**config.mk**
```make
export PLATFORM = sky130hd
export DESIGN_NAME = vga_timing_gen
export DESIGN_NICKNAME = d
export VERILOG_FILES = /design/src/rtl/vga_timing_gen.sv
export SDC_FILE = /design/constraint.sdc
export NUM_CORES = 1
export LEC_CHECK = 0
export CORE_MARGIN = 10
export CORE_UTILIZATION = 55
export DETAILED_ROUTE_END_ITERATION = 6
export PLACE_DENSITY = 0.85
export SLEW_MARGIN = 20
export SYNTH_ARGS = -nofsm -noshare
export SYNTH_HDL_FRONTEND = slang
export SYNTH_SLANG_ARGS = --single-unit
```
**constraint.sdc**
```tcl
create_clock -name clk -period 4.3 [get_ports clk]
set_clock_uncertainty 0.05 [all_clocks]
set_input_delay 0.43 -clock clk [delete_from_list [all_inputs] [get_ports clk]]
set_output_delay 0.43 -clock clk [all_outputs]
set_load 0.01 [all_outputs]
```
**src/rtl/vga_timing_gen.sv**
```systemverilog
`default_nettype none
// ============================================================================
//  Module      : vga_timing_gen
//  Description : Parametrised VGA/SVGA raster timing generator with pixel
//                clock divider, sync polarity control, a sync/blank delay
//                line for pixel-pipeline alignment, line/frame strobes,
//                a frame counter and a run enable.
//  Revision    : 1.0  initial release
// ============================================================================
module vga_timing_gen #(
    parameter int H_ACTIVE   = 640,
    parameter int H_FP       = 16,
    parameter int H_SYNC     = 96,
    parameter int H_BP       = 48,
    parameter int V_ACTIVE   = 480,
    parameter int V_FP       = 10,
    parameter int V_SYNC     = 2,
    parameter int V_BP       = 33,
    parameter int DIV        = 2,
    parameter int HS_ACT_LOW = 1,
    parameter int VS_ACT_LOW = 1,
    parameter int SYNC_DELAY = 0,
    parameter int COORD_W    = 10,
    parameter int FRAME_W    = 8
) (
    input  logic               clk,
    input  logic               reset_n,
    input  logic               enable,
    output logic               p_tick,
    output logic [COORD_W-1:0] pixel_x,
    output logic [COORD_W-1:0] pixel_y,
    output logic               video_on,
    output logic               hsync,
    output logic               vsync,
    output logic               line_start,
    output logic               frame_start,
    output logic [FRAME_W-1:0] frame_cnt
);

    localparam int H_TOT = H_ACTIVE + H_FP + H_SYNC + H_BP;
    localparam int V_TOT = V_ACTIVE + V_FP + V_SYNC + V_BP;
    localparam int DIV_W = (DIV > 1) ? $clog2(DIV) : 1;

    localparam logic [DIV_W-1:0]   DIV_LAST   = DIV_W'(DIV - 1);
    localparam logic [DIV_W-1:0]   DIV_ONE    = DIV_W'(1);
    localparam logic [COORD_W-1:0] COORD_ONE  = COORD_W'(1);
    localparam logic [FRAME_W-1:0] FRAME_ONE  = FRAME_W'(1);
    localparam logic [COORD_W-1:0] H_LAST     = COORD_W'(H_TOT - 1);
    localparam logic [COORD_W-1:0] V_LAST     = COORD_W'(V_TOT - 1);
    localparam logic [COORD_W-1:0] H_ACT_END  = COORD_W'(H_ACTIVE);
    localparam logic [COORD_W-1:0] V_ACT_END  = COORD_W'(V_ACTIVE);
    localparam logic [COORD_W-1:0] HS_FIRST   = COORD_W'(H_ACTIVE + H_FP);
    localparam logic [COORD_W-1:0] HS_LAST    = COORD_W'(H_ACTIVE + H_FP + H_SYNC - 1);
    localparam logic [COORD_W-1:0] VS_FIRST   = COORD_W'(V_ACTIVE + V_FP);
    localparam logic [COORD_W-1:0] VS_LAST    = COORD_W'(V_ACTIVE + V_FP + V_SYNC - 1);

    // Reject modes whose counters would not fit, and a zero divider.
    generate
        if ((H_TOT - 1) >= (1 << COORD_W)) begin : g_err_h_range
            $error("vga_timing_gen: H total does not fit in COORD_W bits");
        end
        if ((V_TOT - 1) >= (1 << COORD_W)) begin : g_err_v_range
            $error("vga_timing_gen: V total does not fit in COORD_W bits");
        end
        if (DIV < 1) begin : g_err_div
            $error("vga_timing_gen: DIV must be at least 1");
        end
        if ((SYNC_DELAY < 0) || (SYNC_DELAY > 15)) begin : g_err_delay
            $error("vga_timing_gen: SYNC_DELAY must be 0..15");
        end
    endgenerate

    logic [DIV_W-1:0]   div_cnt;
    logic [COORD_W-1:0] h_cnt;
    logic [COORD_W-1:0] v_cnt;
    logic [COORD_W-1:0] h_next;
    logic [COORD_W-1:0] v_next;
    logic               advance;
    logic               h_wrap;
    logic               v_wrap;
    logic               vid_next;
    logic               hs_next;
    logic               vs_next;

    // Aligned (undelayed) sync/blank, active-high, registered with the counters.
    logic               vid_s0;
    logic               hs_s0;
    logic               vs_s0;

    // Delay-line outputs, still active-high.
    logic               vid_d;
    logic               hs_d;
    logic               vs_d;

    // Next raster position and its decode; the decode is taken from the
    // next state so the registered copy lines up with pixel_x/pixel_y.
    always_comb begin
        advance  = enable && (div_cnt == DIV_LAST);
        h_wrap   = (h_cnt == H_LAST);
        v_wrap   = (v_cnt == V_LAST);
        h_next   = h_cnt;
        v_next   = v_cnt;
        if (advance) begin
            h_next = h_wrap ? '0 : (h_cnt + COORD_ONE);
            if (h_wrap) begin
                v_next = v_wrap ? '0 : (v_cnt + COORD_ONE);
            end
        end
        vid_next = (h_next < H_ACT_END) && (v_next < V_ACT_END);
        hs_next  = (h_next >= HS_FIRST) && (h_next <= HS_LAST);
        vs_next  = (v_next >= VS_FIRST) && (v_next <= VS_LAST);
    end

    // Divider, raster counters, pixel strobe, line/frame strobes and frame count.
    always_ff @(posedge clk or negedge reset_n) begin
        if (!reset_n) begin
            div_cnt     <= '0;
            h_cnt       <= '0;
            v_cnt       <= '0;
            frame_cnt   <= '0;
            p_tick      <= 1'b0;
            line_start  <= 1'b0;
            frame_start <= 1'b0;
        end else begin
            if (enable) begin
                div_cnt <= (div_cnt == DIV_LAST) ? '0 : (div_cnt + DIV_ONE);
            end
            h_cnt       <= h_next;
            v_cnt       <= v_next;
            p_tick      <= advance;
            line_start  <= advance && h_wrap;
            frame_start <= advance && h_wrap && v_wrap;
            if (advance && h_wrap && v_wrap) begin
                frame_cnt <= frame_cnt + FRAME_ONE;
            end
        end
    end

    // First stage of sync/blank, aligned with the counter registers.
    always_ff @(posedge clk or negedge reset_n) begin
        if (!reset_n) begin
            vid_s0 <= 1'b0;
            hs_s0  <= 1'b0;
            vs_s0  <= 1'b0;
        end else begin
            vid_s0 <= vid_next;
            hs_s0  <= hs_next;
            vs_s0  <= vs_next;
        end
    end

    // Optional extra delay; it shifts every clk, even while frozen, so the
    // delayed outputs drain to the frozen decode.
    generate
        if (SYNC_DELAY > 0) begin : g_delay
            logic [SYNC_DELAY-1:0] vid_sr;
            logic [SYNC_DELAY-1:0] hs_sr;
            logic [SYNC_DELAY-1:0] vs_sr;

            // Shift register, reset to the inactive level.
            always_ff @(posedge clk or negedge reset_n) begin
                if (!reset_n) begin
                    vid_sr <= '0;
                    hs_sr  <= '0;
                    vs_sr  <= '0;
                end else begin
                    vid_sr[0] <= vid_s0;
                    hs_sr[0]  <= hs_s0;
                    vs_sr[0]  <= vs_s0;
                    for (int i = 1; i < SYNC_DELAY; i++) begin
                        vid_sr[i] <= vid_sr[i-1];
                        hs_sr[i]  <= hs_sr[i-1];
                        vs_sr[i]  <= vs_sr[i-1];
                    end
                end
            end

            assign vid_d = vid_sr[SYNC_DELAY-1];
            assign hs_d  = hs_sr[SYNC_DELAY-1];
            assign vs_d  = vs_sr[SYNC_DELAY-1];
        end else begin : g_no_delay
            assign vid_d = vid_s0;
            assign hs_d  = hs_s0;
            assign vs_d  = vs_s0;
        end
    endgenerate

    // Pin polarity is a fixed inversion of the registered active-high flags.
    assign video_on = vid_d;
    assign hsync    = (HS_ACT_LOW != 0) ? ~hs_d : hs_d;
    assign vsync    = (VS_ACT_LOW != 0) ? ~vs_d : vs_d;
    assign pixel_x  = h_cnt;
    assign pixel_y  = v_cnt;

endmodule
`default_nettype wire

```
* Yosys cells after proc, flatten, opt, wreduce, memory -nomap -nowiden
Cells that the tools add are included.
** Storage, ports and cells
- Flip-flop bits (word level) :: 35
** Cells by class
- Add/sub/neg operators :: 4
- Order comparisons :: 6
- Eq/ne operators :: 2
- Muxes and demuxes :: 6
- Bitwise operators :: 2
- Reduce and logical (&&, ||, !) cells :: 6
** Operator list (number)
- 10-bit two-way mux :: 5
- 10-bit by 1-bit adder with 10-bit output, second input constant :: 2
- 10-bit equality test, second input constant :: 2
- 10-bit greater-or-equal comparator, second input constant :: 1
- 10-bit by 9-bit greater-or-equal comparator with 1-bit output, second input constant :: 1
- 10-bit <= comparator, second input constant :: 1
- 10-bit by 9-bit <= comparator with 1-bit output, second input constant :: 1
- 10-bit < comparator, second input constant :: 1
- 10-bit by 9-bit < comparator with 1-bit output, second input constant :: 1
- 8-bit by 1-bit adder with 8-bit output, second input constant :: 1
- 1-bit logical AND :: 6
- 1-bit inverter :: 2
- 1-bit adder, second input constant :: 1
- 1-bit two-way mux :: 1

* Logic depth before layout (Yosys ltp)
Gate-level depths: netlist of the first run.
- Word-level depth :: 6
- Mapped depth :: 8

* Worst setup path before layout of the first run
Ideal clock, no wire load.
- Kind :: register to register
- Start :: reg h_cnt[5], in the netlist pixel_x[5]
- End :: reg vs_s0, in the netlist vs_d
- Library setup time :: 98 ps
- Data arrival time :: 2274 ps
- Required time :: 4152 ps
- Setup slack :: 1878 ps
- Stages on the path, launching flop included :: 7
- Path buffers :: 1
- Clock period less this slack :: 2422 ps
- Cells stage by stage :: dfrtp_1 buf_6 or3b_4 or4_4 or4_4 o211ai_2 nor4bb_2
** On the way
- Word-level cells in the longest chain between the ends :: 5
** RTL lines
- start, declared :: RTL line 74 : logic [COORD_W-1:0] h_cnt;
- start signal, assigned :: RTL line 128 : h_cnt <= h_next;
- 10-bit equality test * :: RTL line 99 : h_wrap = (h_cnt == H_LAST);
- 10-bit two-way mux * :: RTL line 105 : if (h_wrap) begin
- 10-bit two-way mux * :: RTL line 103 : if (advance) begin
- 10-bit by 9-bit greater-or-equal comparator with 1-bit output / 10-bit by 9-bit <= comparator with 1-bit output (equally long branches) :: RTL line 111 : vs_next = (v_next >= VS_FIRST) && (v_next <= VS_LAST);
- 1-bit logical AND * :: RTL line 111
- named net vs_next :: RTL line 83 : logic vs_next;
- end signal, assigned :: RTL line 148 : vs_s0 <= vs_next;
- end, declared :: RTL line 88 : logic vs_s0;
The timed path passes the listed nets; every way through them passes the cells marked *.
A chain may end at the register's enable or synchronous reset.

* Final worst setup path of the first run
- Start :: reg h_cnt[4], in the netlist pixel_x[4]
- End :: reg vs_s0, in the netlist vs_d
Same word-level chain as after synthesis.

==> flow_summary.ini, run 1 <==
[power]
peakVddDrop_uv = 255
total_leakage_power_nw = 0.981
power.density_mw_per_mm2 = 326
power.total_mw = 0.736

[clock_network]
cts_root_buffer = clkbuf_4
numCtsBuffers = 5
cts_hold_buf = 0
clkTransAtPathRegs_ns = 0.10
cts_tree = built
clock_latency_ns = 0.35
cts-resized-gates = 0
cts.sinks = 35
cts_max_level = 2
post_cts_buffers = 0
clock_path_buffers = 2

[timing]
setup_violations = 0
period_needed_ns = 2.68
rsz0062_at_grt = false
report.final.slew_viol_count = 0
fmax_mhz = 373
whs_ns = 0.433
worstMarginPinSlew_ns = 0.427
hold_viol_final = 0
final.setup.tns_ns = 0
relSlewSlack_pct = 71.5
min_period_over_period_pct = 62.3

[floorplan]
die_h_um = 77.4
rows = 20
ioPinCount = 37
start_util_pct = 58.3
fp.dieArea_mm2 = 0.00599
coreArea_mm2 = 0.00310
die_x_um = 77.4

[route]
vias_per_cell = 5.67
first_pass_iters = 4
drt_iter0_drc = 92
final_antenna_net_count = 0
drc = 0
vias = 1457
routedWlPerCell_um = 15.8
drt-total-wl_um = 4070

[finish]
final_common_cell = clkdlybuf4s50_1
final_cell_count_no_fill = 257
drive_above_1_share_pct = 8.92
antenna_cells = 0
final_cell_mix = 36 x clkdlybuf4s50_1, 35 x dfrtp_1, 13 x xnor2_1, 13 x nand2_1, 12 x nand3_1
final_nets = 219
syn_to_final_growth_pct = 24.7

[synth]
ys_async_sr_fraction_pct = 100
seq_area_frac_synth_pct = 48.4
yosysWarnings = 0
syn-cell-area_mm2 = 0.00181
synth.distinct_cells = 49
syn_avg_cell_area_um2 = 10.3
syn_nets = 183
ys.flop_type = dfrtp_1
syn_inst = 176
ys_ff_latch = 35
synth_edf_count = 0

[placed_design]
io_buffers = 36
gp_congestion = 0.863
dp.cells = 249
dp_hpwl_um = 3000

[grt]
grt_pass1_vias = 1512
grt-ovfl-total = 0
top_usage_layer = met2
grt_max_degree = 36
grt_pass1_wl_um = 7020
grt_usage_pct = 14.2
grt_use_met1_pct = 15.7
grt_util_met3_pct = 6.45
antenna_found_initial = 0
use_met2_pct = 23.1

[setup_path]
end_kind = register
crit_type = reg -> reg
critPathRequiredTime_ns = 4.49
cp-start-kind = register
cp_max_fo = 11
cp.arrival_ns = 2.87

[worst_hold_path]
holdCritPathClass = reg -> reg

[status]
status = finished clean

[flow_run]
drv_cap = 0
through the flow:
step                      setup WS [ns]  utilization (%)  area, µm²
after floorplan                    1.88                -       1810
after global placement             1.54             70.5       2190
after CTS                          1.63             72.7       2260
after detailed placement           1.40             70.5       2190
after global routing               1.56             72.7       2260
final                              1.62             72.7       2260
final timing paths:
kind / to / cells past startpoint / slack [ns] / start
worst max-delay path: vs_d$_DFF_PN0_ / 5 / 1.62 / pixel_x[4]$_DFF_PN0_
worst min-delay path: frame_cnt[7]$_DFFE_PN0P_ / 1 / 0.43 / frame_cnt[7]$_DFFE_PN0P_
worst max register to register: vs_d$_DFF_PN0_ / 5 / 1.62 / pixel_x[4]$_DFF_PN0_
worst min register to register: frame_cnt[7]$_DFFE_PN0P_ / 1 / 0.43 / frame_cnt[7]$_DFFE_PN0P_
max in group asynchronous: frame_cnt[0]$_DFFE_PN0P_ / 2 / 3.46 / reset_n
min in group asynchronous: frame_start$_DFF_PN0_ / 2 / 0.44 / reset_n
routing by layer:
layer | vias to the layer above | wire length (µm)
met2 | 43 | 1890
met1 | 707 | 1780
met5 | - | 0
met4 | 0 | 104
met3 | 11 | 290
li1 | 696 | -
cells in the mapped netlist, types with 3 or more instances:
cell,n,area [µm²]
ha_1,4,50.1
inv_1,9,33.8
nand4_1,9,56.3
xnor2_1,13,114
dfrtp_1,35,876
nand3_1,12,60.1
nor2_1,8,30.0
xor2_1,8,70.1
nor3_1,5,25.0
clkbuf_1,3,11.3
and3_1,5,31.3
a21oi_1,3,15.0
o21ai_1,5,25.0
nand2_1,13,48.8
flip-flops by register name, summed over array words and instances (netlist names):
register     cells
hs_d             1
div_cnt          1
p_tick           1
frame_cnt        8
vs_d             1
line_start       1
pixel_y         10
frame_start      1
video_on         1
pixel_x         10
kinds of logic after synthesis:
kind of cell             share of synthesized area (%)
AO/OA/AOI/OAI                                     11.2
XOR/XNOR                                          10.2
adder cells (fa/ha/maj)                           2.76
buffers and inverters                             4.56
flip-flops                                        48.4
multiplexers                                     0.622
AND/OR/NAND/NOR                                   22.3
final cells by class:
cell class              instances  area (µm²)
clock buffers                   8        68.8
fillers                       233         846
inverters                      10        37.5
multi-input cells             123         852
flip-flops and latches         35         876
well taps                      44        55.1
repair buffers                 37         368
worst max-delay path, stage by stage (launching register included):
cell	delay [ns]
dfrtp_1	0.52
or3b_4	0.46
or4_4	0.59
or4_4	0.51
o211ai_2	0.11
nor4bb_2	0.34
power breakdown:
group / total (mW) / internal [mW] / switching (mW)
Combinational: 0.135 / 0.0706 / 0.0644
Clock: 0.203 / 0.0961 / 0.107
Sequential: 0.398 / 0.357 / 0.0403
Total: 0.736 / 0.524 / 0.212
Note: power is estimated with default switching activity, not from simulation.
==> inputs of run 2 (changes only) <==
--- a/config.mk
+++ b/config.mk
@@ -6,9 +6,9 @@
 export NUM_CORES = 1
 export LEC_CHECK = 0
 export CORE_MARGIN = 10
-export CORE_UTILIZATION = 55
+export CORE_UTILIZATION = 51
 export DETAILED_ROUTE_END_ITERATION = 6
-export PLACE_DENSITY = 0.85
+export PLACE_DENSITY = 0.79
 export SLEW_MARGIN = 20
 export SYNTH_ARGS = -nofsm -noshare
 export SYNTH_HDL_FRONTEND = slang
==> constraint.sdc (replaced) <==
create_clock -name clk -period 2.5 [get_ports clk]
set_clock_uncertainty 0.05 [all_clocks]
set_input_delay 0.25 -clock clk [delete_from_list [all_inputs] [get_ports clk]]
set_output_delay 0.25 -clock clk [all_outputs]
set_load 0.01 [all_outputs]
==> flow_summary.ini, run 2 (synthesized netlist as in run 1, its figures left out) <==
[timing]
hold_viol_final = 0
worstMarginPinSlew_ns = 0.462
rsz0062_at_grt = false
period_needed_ns = 2.42
fmax_mhz = 414
final.setup.tns_ns = 0
min_period_over_period_pct = 96.7
report.final.slew_viol_count = 0
relSlewSlack_pct = 68.9
whs_ns = 0.256
setup_violations = 0

[setup_path]
end_kind = register
crit_path_cell_trace = or3b_4 -> or4_4 -> or4_4 -> o211ai_2 -> nor4bb_2
max_stage_delay_ns = 0.50
crit_family = simple AND/OR/NAND/NOR gates
crit_type = reg -> reg
cp-start-kind = register
slowest_stage = or4_4
worst-path-buf-inv = 0
critPathRequiredTime_ns = 2.70
crit_top_cell = or4_4
cp.arrival_ns = 2.61
cp_max_fo = 4

[clock_network]
numCtsBuffers = 5
clock_latency_ns = 0.34
clock_path_buffers = 2
cts_max_level = 2
cts.sinks = 35
cts_tree = built
clkTransAtPathRegs_ns = 0.11
cts_root_buffer = clkbuf_4

[finish]
antenna_cells = 0
final_common_cell = clkdlybuf4s50_1
final_nets = 231
design_area_mm2 = 0.00238
syn_to_final_growth_pct = 31.4
final_util_pct = 70.2
final_cell_mix = 36 x clkdlybuf4s50_1, 35 x dfrtp_1, 13 x xnor2_1, 13 x nand2_1, 13 x buf_4
drive_above_1_share_pct = 14.7

[route]
vias_per_cell = 5.62
dr_wl_met2_um = 2030
drc = 0
drt_iter0_drc = 93
wl_met1_um = 1800
highest_layer = met4
vias = 1524
first_pass_iters = 4
routedWlPerCell_um = 15.8
drt-total-wl_um = 4280
wl_met3_um = 365
final_antenna_net_count = 0

[floorplan]
coreArea_mm2 = 0.00339
die_x_um = 79.6
die_h_um = 79.6
rows = 21
fp.dieArea_mm2 = 0.00633
ioPinCount = 37
start_util_pct = 53.4

[power]
power.density_mw_per_mm2 = 543
total_leakage_power_nw = 1.04
peakVddDrop_uv = 445

[status]
status = finished clean

[grt]
grt-ovfl-total = 0
grt_usage_pct = 14.1
grt_pass1_vias = 1441
antenna_found_initial = 0
grt_pass1_wl_um = 7150
grt_max_degree = 36

[worst_hold_path]
holdCritPathClass = in -> async

[flow_run]
drv_cap = 0

[placed_design]
io_buffers = 36
dpl_cell_area_mm2 = 0.00228
gp_congestion = 0.867
dp_hpwl_um = 3210
==> run 2: final timing paths <==
kind                                     startpoint                  endpoint  slack, ns  depth (start not counted)
min                                         reset_n  frame_cnt[2]$_DFFE_PN0P_       0.26                          2
max reg2reg                    pixel_x[5]$_DFF_PN0_            vs_d$_DFF_PN0_       0.08                          5
min in group clk           frame_cnt[7]$_DFFE_PN0P_  frame_cnt[7]$_DFFE_PN0P_       0.43                          1
min reg2reg                frame_cnt[7]$_DFFE_PN0P_  frame_cnt[7]$_DFFE_PN0P_       0.43                          1
max                            pixel_x[5]$_DFF_PN0_            vs_d$_DFF_PN0_       0.08                          5
max in group asynchronous                   reset_n      pixel_y[5]$_DFF_PN0_       1.83                          2
==> run 2: worst reg2reg max path, delay by kind of cell, from the launching register on <==
kind,cells,cell delay (ns)
AND/OR/NAND/NOR,4,1.74
flip-flops,1,0.40
AO/OA/AOI/OAI,1,0.13
==> run 2: final cells by class <==
type | count | area [µm²]
fill | 249 | 1010
sequential | 35 | 876
multi-input combinational | 123 | 875
timing repair buffer | 49 | 458
clock buffer | 7 | 65.1
tap | 46 | 57.6
inverter | 10 | 40.0
clock inverter | 1 | 7.51
==> run 2: routing by layer <==
metal / global-route usage (%) / up-vias
li1: - / 726
met1: 17.3 / 726
met2: 22.0 / 62
met3: 5.52 / 10
met4: 4.84 / 0
met5: 0 / -
==> run 2: what timing repair did <==
item / in CTS / in global routing
setup buffers: 0 / 0
hold buffers: 0 / 0
setup endpoints to repair: 0 / 2
resized for setup: 0 / 5
endpoints found under the hold margin: 0 / 0
==> run 2: through the flow <==
step                      total power, mW  instances  setup WS [ns]
final                                1.29        271         0.0829
after global placement              0.950        263          0.122
after global routing                 1.37        271        0.00654
after detailed placement            0.956        263         0.0580
after CTS                            1.31        271         0.0893
after floorplan                     0.802        176         0.0780
==> run 2: report_power, final <==
group          leakage, nW  switching, mW  internal (mW)
sequential           0.453         0.0493          0.615
clock               0.0375          0.187          0.164
combinational        0.551          0.131          0.145
total                 1.04          0.367          0.925
==> inputs of run 3 (changes only) <==
--- a/config.mk
+++ b/config.mk
@@ -5,6 +5,7 @@
 export SDC_FILE = /design/constraint.sdc
 export NUM_CORES = 1
 export LEC_CHECK = 0
+export ABC_CLOCK_PERIOD_IN_PS = 2500
 export CORE_MARGIN = 10
 export CORE_UTILIZATION = 51
 export DETAILED_ROUTE_END_ITERATION = 6
==> results of run 3 <==
Final layout, timing and power as in run 2 (identical DEF).
==> edit 1: new RTL, config.mk and constraints of run 2 <==
The parameter `SYNC_DELAY` goes from 0 to 1.
--- a/src/rtl/vga_timing_gen.sv
+++ b/src/rtl/vga_timing_gen.sv
@@ -21,3 +21,3 @@
     parameter int VS_ACT_LOW = 1,
-    parameter int SYNC_DELAY = 0,
+    parameter int SYNC_DELAY = 1,
     parameter int COORD_W    = 10,
Function: changed (a bounded check fails within 4 cycles, from zero or initial values and one cycle with reset_n low).
==> edit 1 against run 2 <==
- total power is 9.2% higher
- worst setup slack better by 0.055 ns
- via count is 0.13% higher
- die area is 3.1% higher
- highest routed layer unchanged
- critical endpoint is now vs_s0
- largest cell class unchanged
- synthesized cell count is 1.7% higher
- area after synthesis is 4.1% higher
- global-route usage is 0.14 points lower
- count of clock-buffer cells in the layout is 2 lower
- first-iteration DRC count is 9.7% lower
- sequential cell count is 3 higher
- final area is 2.5% higher
- routed wire length is 0.49% higher
==> edit 1: results (changes against run 2) <==
| Metric | Value |
|---|---|
| Outcome | complete, no violations (unchanged) |
| Final Instance Count excl. Fillers | 275 (was 271) |
| Post-Route WL | 4.30 mm (was 4.28 mm) |
| Switching Share | 0.285 (was 0.284) |
| Dpl cell area | 2340 um^2 (was 2280 um^2) |
| Top cells by count, synth | dfrtp_1 (38), nand2_1 (13), xnor2_1 (13), nand3_1 (12) (was dfrtp_1 (35), nand2_1 (13), xnor2_1 (13), nand3_1 (12)) |
| WP data arrival | 2.50 ns (was 2.61 ns) |
| Worst VDD drop | 0.547 mV (was 0.445 mV) |
| CTS H-tree depth | 2 (unchanged) |
| Initial detailed-routing violation count | 84 (was 93) |
| Warnings from Yosys | 0 (unchanged) |
| Initial antenna violation count | 0 (unchanged) |
| Placed cells | 266 (was 263) |
| Crit-path max FO | 4 (unchanged) |
| Detail Placement HPWL | 3.15 mm (was 3.21 mm) |
| Root buf cell | clkbuf_8 (was clkbuf_4) |
| # diodes | 0 (unchanged) |
| Nets | 234 (was 231) |
| Total track usage | 0.140 (was 0.141) |
| Yosys cell types | 49 (unchanged) |
| Main synth FF type | dfrtp_1 (unchanged) |
| Seq/Total Area, Yosys | 0.504 (was 0.484) |
| Hold crit path type | input port to asynchronous set/reset pin (unchanged) |
| Port Buf Inserts | 36 (unchanged) |
| RePlAce Congestion | 0.904 (was 0.867) |
| Syn_area_per_cell | 10.5 um^2 (was 10.3 um^2) |
| Number of CTS-inserted buffers | 5 (unchanged) |
| Comb. pwr | 299 uW (was 277 uW) |
| Sequential share of power | 0.507 (was 0.514) |
| Via count | 1526 (was 1524) |
| DR pass1 iterations | 4 (unchanged) |
| CTS max path bufs | 2 (unchanged) |
| Syn_nets | 186 (was 183) |
| Final Hold Fails | 0 (unchanged) |
| Pleak | 0.00109 uW (was 0.00104 uW) |
| First-pass GRT wire length | 7.23 mm (was 7.15 mm) |
| Worst skew pair latency | 0.28 ns (was 0.34 ns) |
| Slew @ Worst Pin | 0.834 ns (was 0.462 ns) |
| Largest net degree at the start of global routing | 39 (was 36) |
| Share of layout cells above drive strength 1 | 0.145 (was 0.147) |
| CTS clk-pin slew, worst paths | 0.07 ns (was 0.11 ns) |
| Async set or reset register ratio after synthesis | 1.00 (unchanged) |
| Synth top area cells | dfrtp_1 (50%), xnor2_1 (6.0%), xor2_1 (3.7%) (was dfrtp_1 (48%), xnor2_1 (6.3%), xor2_1 (3.9%)) |
[edit 1: cell count changes after synthesis]
| cell | change |
|---|---|
| dfrtp_1 | +3 |
[edit 1: cell families after synthesis]
group           synth area share
xor+xnor                  0.0975
simple gates               0.214
flops                      0.504
buf+inv                   0.0438
mux                      0.00597
fa+ha+maj                 0.0265
compound gates             0.107
[edit 1: path summary, 6_finish.rpt]
check                            from      endpoint  slack, ns  depth (start not counted)
hold / removal                reset_n  frame_cnt[4]       0.01                          1
setup reg to reg           pixel_x[5]         vs_s0       0.14                          5
setup / recovery           pixel_x[5]         vs_s0       0.14                          5
min in group clk               vid_s0      video_on       0.30                          0
max in group asynchronous     reset_n    pixel_x[8]       1.87                          1
hold reg to reg                vid_s0      video_on       0.30                          0
[edit 1: final cells by class]
type	count	area (um^2)
multi-input cells	123	857
well taps	48	60.1
clock inverters	2	10.0
clock buffers	5	68.8
repair buffers	49	453
inverters	10	37.5
flip-flops and latches	38	951
fillers	276	1170
[edit 1: routing by layer]
layer	vias up	part of all wire	global-route usage
met5	-	0	0
met4	0	0.026	0.0744
met3	12	0.085	0.0508
met2	45	0.46	0.209
met1	737	0.42	0.172
li1	732	-	-
[edit 1: stage by stage]
step           total power, uW  utilization  worst slack, ns
6_report                  1410        0.676            0.138
2_1_floorplan              851            -           0.0780
3_5_place_dp              1000        0.649            0.107
3_3_place_gp               994        0.649            0.128
4_1_cts                   1400        0.670            0.143
5_1_grt                   1500        0.676           0.0169
[edit 1: timing repair]
action	in CTS	in global routing
setup endpoints to repair	0	2
gates resized for setup	0	1
setup buffers	0	2
[edit 1: worst max-delay path: stages (launching register included)]
cell	delay (ns)
dfrtp_1	0.40
or3b_4	0.43
or4_4	0.51
or4_4	0.49
o211ai_2	0.10
nor4bb_2	0.29
==> edit 2: new RTL, flow settings as in run 2 <==
Without the edit above. Add an input register stage for `enable`; this delays it by one clock.
--- a/src/rtl/vga_timing_gen.sv
+++ b/src/rtl/vga_timing_gen.sv
@@ -56,2 +56,8 @@
 
+    logic enable_q;
+
+    always_ff @(posedge clk) begin
+        enable_q <= enable;
+    end
+
     // Reject modes whose counters would not fit, and a zero divider.
@@ -97,3 +103,3 @@
     always_comb begin
-        advance  = enable && (div_cnt == DIV_LAST);
+        advance  = enable_q && (div_cnt == DIV_LAST);
         h_wrap   = (h_cnt == H_LAST);
@@ -124,3 +130,3 @@
         end else begin
-            if (enable) begin
+            if (enable_q) begin
                 div_cnt <= (div_cnt == DIV_LAST) ? '0 : (div_cnt + DIV_ONE);
Check against the original RTL: not equivalent (a bounded check fails within 4 cycles, from zero or initial values and one cycle with reset_n low).
==> edit 2 against run 2 <==
- die area is 0.78% lower
- synthesized cell count is 9.7% lower
- largest cell class unchanged
- routed wire length is 12% lower
- total power is 1.9% lower
- area after synthesis is 1.0% lower
- sequential cell count is 1 higher
- worst setup slack better by 0.12 ns
- final area is 5.3% lower
==> edit 2: results (changes against run 2) <==
| Metric | Value |
|---|---|
| RePlAce Congestion | 0.826 (was 0.867) |
| #MultiIn Comb | 112 (was 123) |
| First-pass GRT wire length | 6.56 mm (was 7.15 mm) |
| Post-Synth Adder-Cell Area | 0.0279 (was 0.0276) |
| Syn_nets | 166 (was 183) |
| Critical Path Start | pixel_x[0] (was pixel_x[5]) |
| Sequential share of power | 0.556 (was 0.514) |
| Area Overhead vs Synth | 25.7% (was 31.4%) |
| Via count | 1320 (was 1524) |
| WP data arrival | 2.48 ns (was 2.61 ns) |
| Share of layout cells above drive strength 1 | 0.139 (was 0.147) |
| Dpl cell area | 2190 um^2 (was 2280 um^2) |
| Initial detailed-routing violation count | 44 (was 93) |
| Net load switching power | 373 uW (was 367 uW) |
| Number of non-clock inverters | 8 (was 10) |
| Worst VDD drop | 0.492 mV (was 0.445 mV) |
| Seq. cell area | 896 um^2 (was 876 um^2) |
| Async set or reset register ratio after synthesis | 0.972 (was 1.00) |
| Seq Cell Count | 36 (was 35) |
| Synth top area cells | dfrtp_1 (49%), xnor2_1 (5.9%), nand2_1 (3.6%) (was dfrtp_1 (48%), xnor2_1 (6.3%), xor2_1 (3.9%)) |
| Total track usage | 0.126 (was 0.141) |
| Pleak | 0.000963 uW (was 0.00104 uW) |
| Area of the multi-input gates | 827 um^2 (was 875 um^2) |
| Outcome | complete, no violations (unchanged) |
| Post-Route WL | 3.76 mm (was 4.28 mm) |
| Detail Placement HPWL | 2.95 mm (was 3.21 mm) |
| DP Worst Slack | 0.180 ns (was 0.0580 ns) |
| Fraction of area in clock buffers and inverters | 0.0272 (was 0.0305) |
[edit 2: cell types whose count changed in the layout (fill, tap and decap cells not counted), sizes merged, moves of 3 or more]
cell / delta
clkinv: +3
nand3: -5
and3: -3
and2: +3
inv: -3
a31oi: -3
nor3: -3
nand2: +5
buf: -11
[edit 2: kinds of logic after synthesis]
family,Yosys count
and+or+nand+nor,65
DFF,36
xor gates and xnor gates,20
AOI/OAI and AO/OA,19
buffers and inverters,11
muxes,4
adders and majority gates,4
[edit 2: through the flow]
step | total power, uW | hold WS [ns]
global placement | 949 | 0.411
global route | 1330 | 0.278
floorplan | 828 | -0.0956
detailed placement | 959 | 0.425
CTS | 1280 | 0.286
finish | 1270 | 0.267
[edit 2: per-layer routing]
layer,GRT usage,share of wire,vias to the layer above
met1,0.148,0.43,632
met3,0.0484,0.067,4
li1,-,-,647
met4,0.0358,0.0080,0
met2,0.208,0.49,37
met5,0,0,-
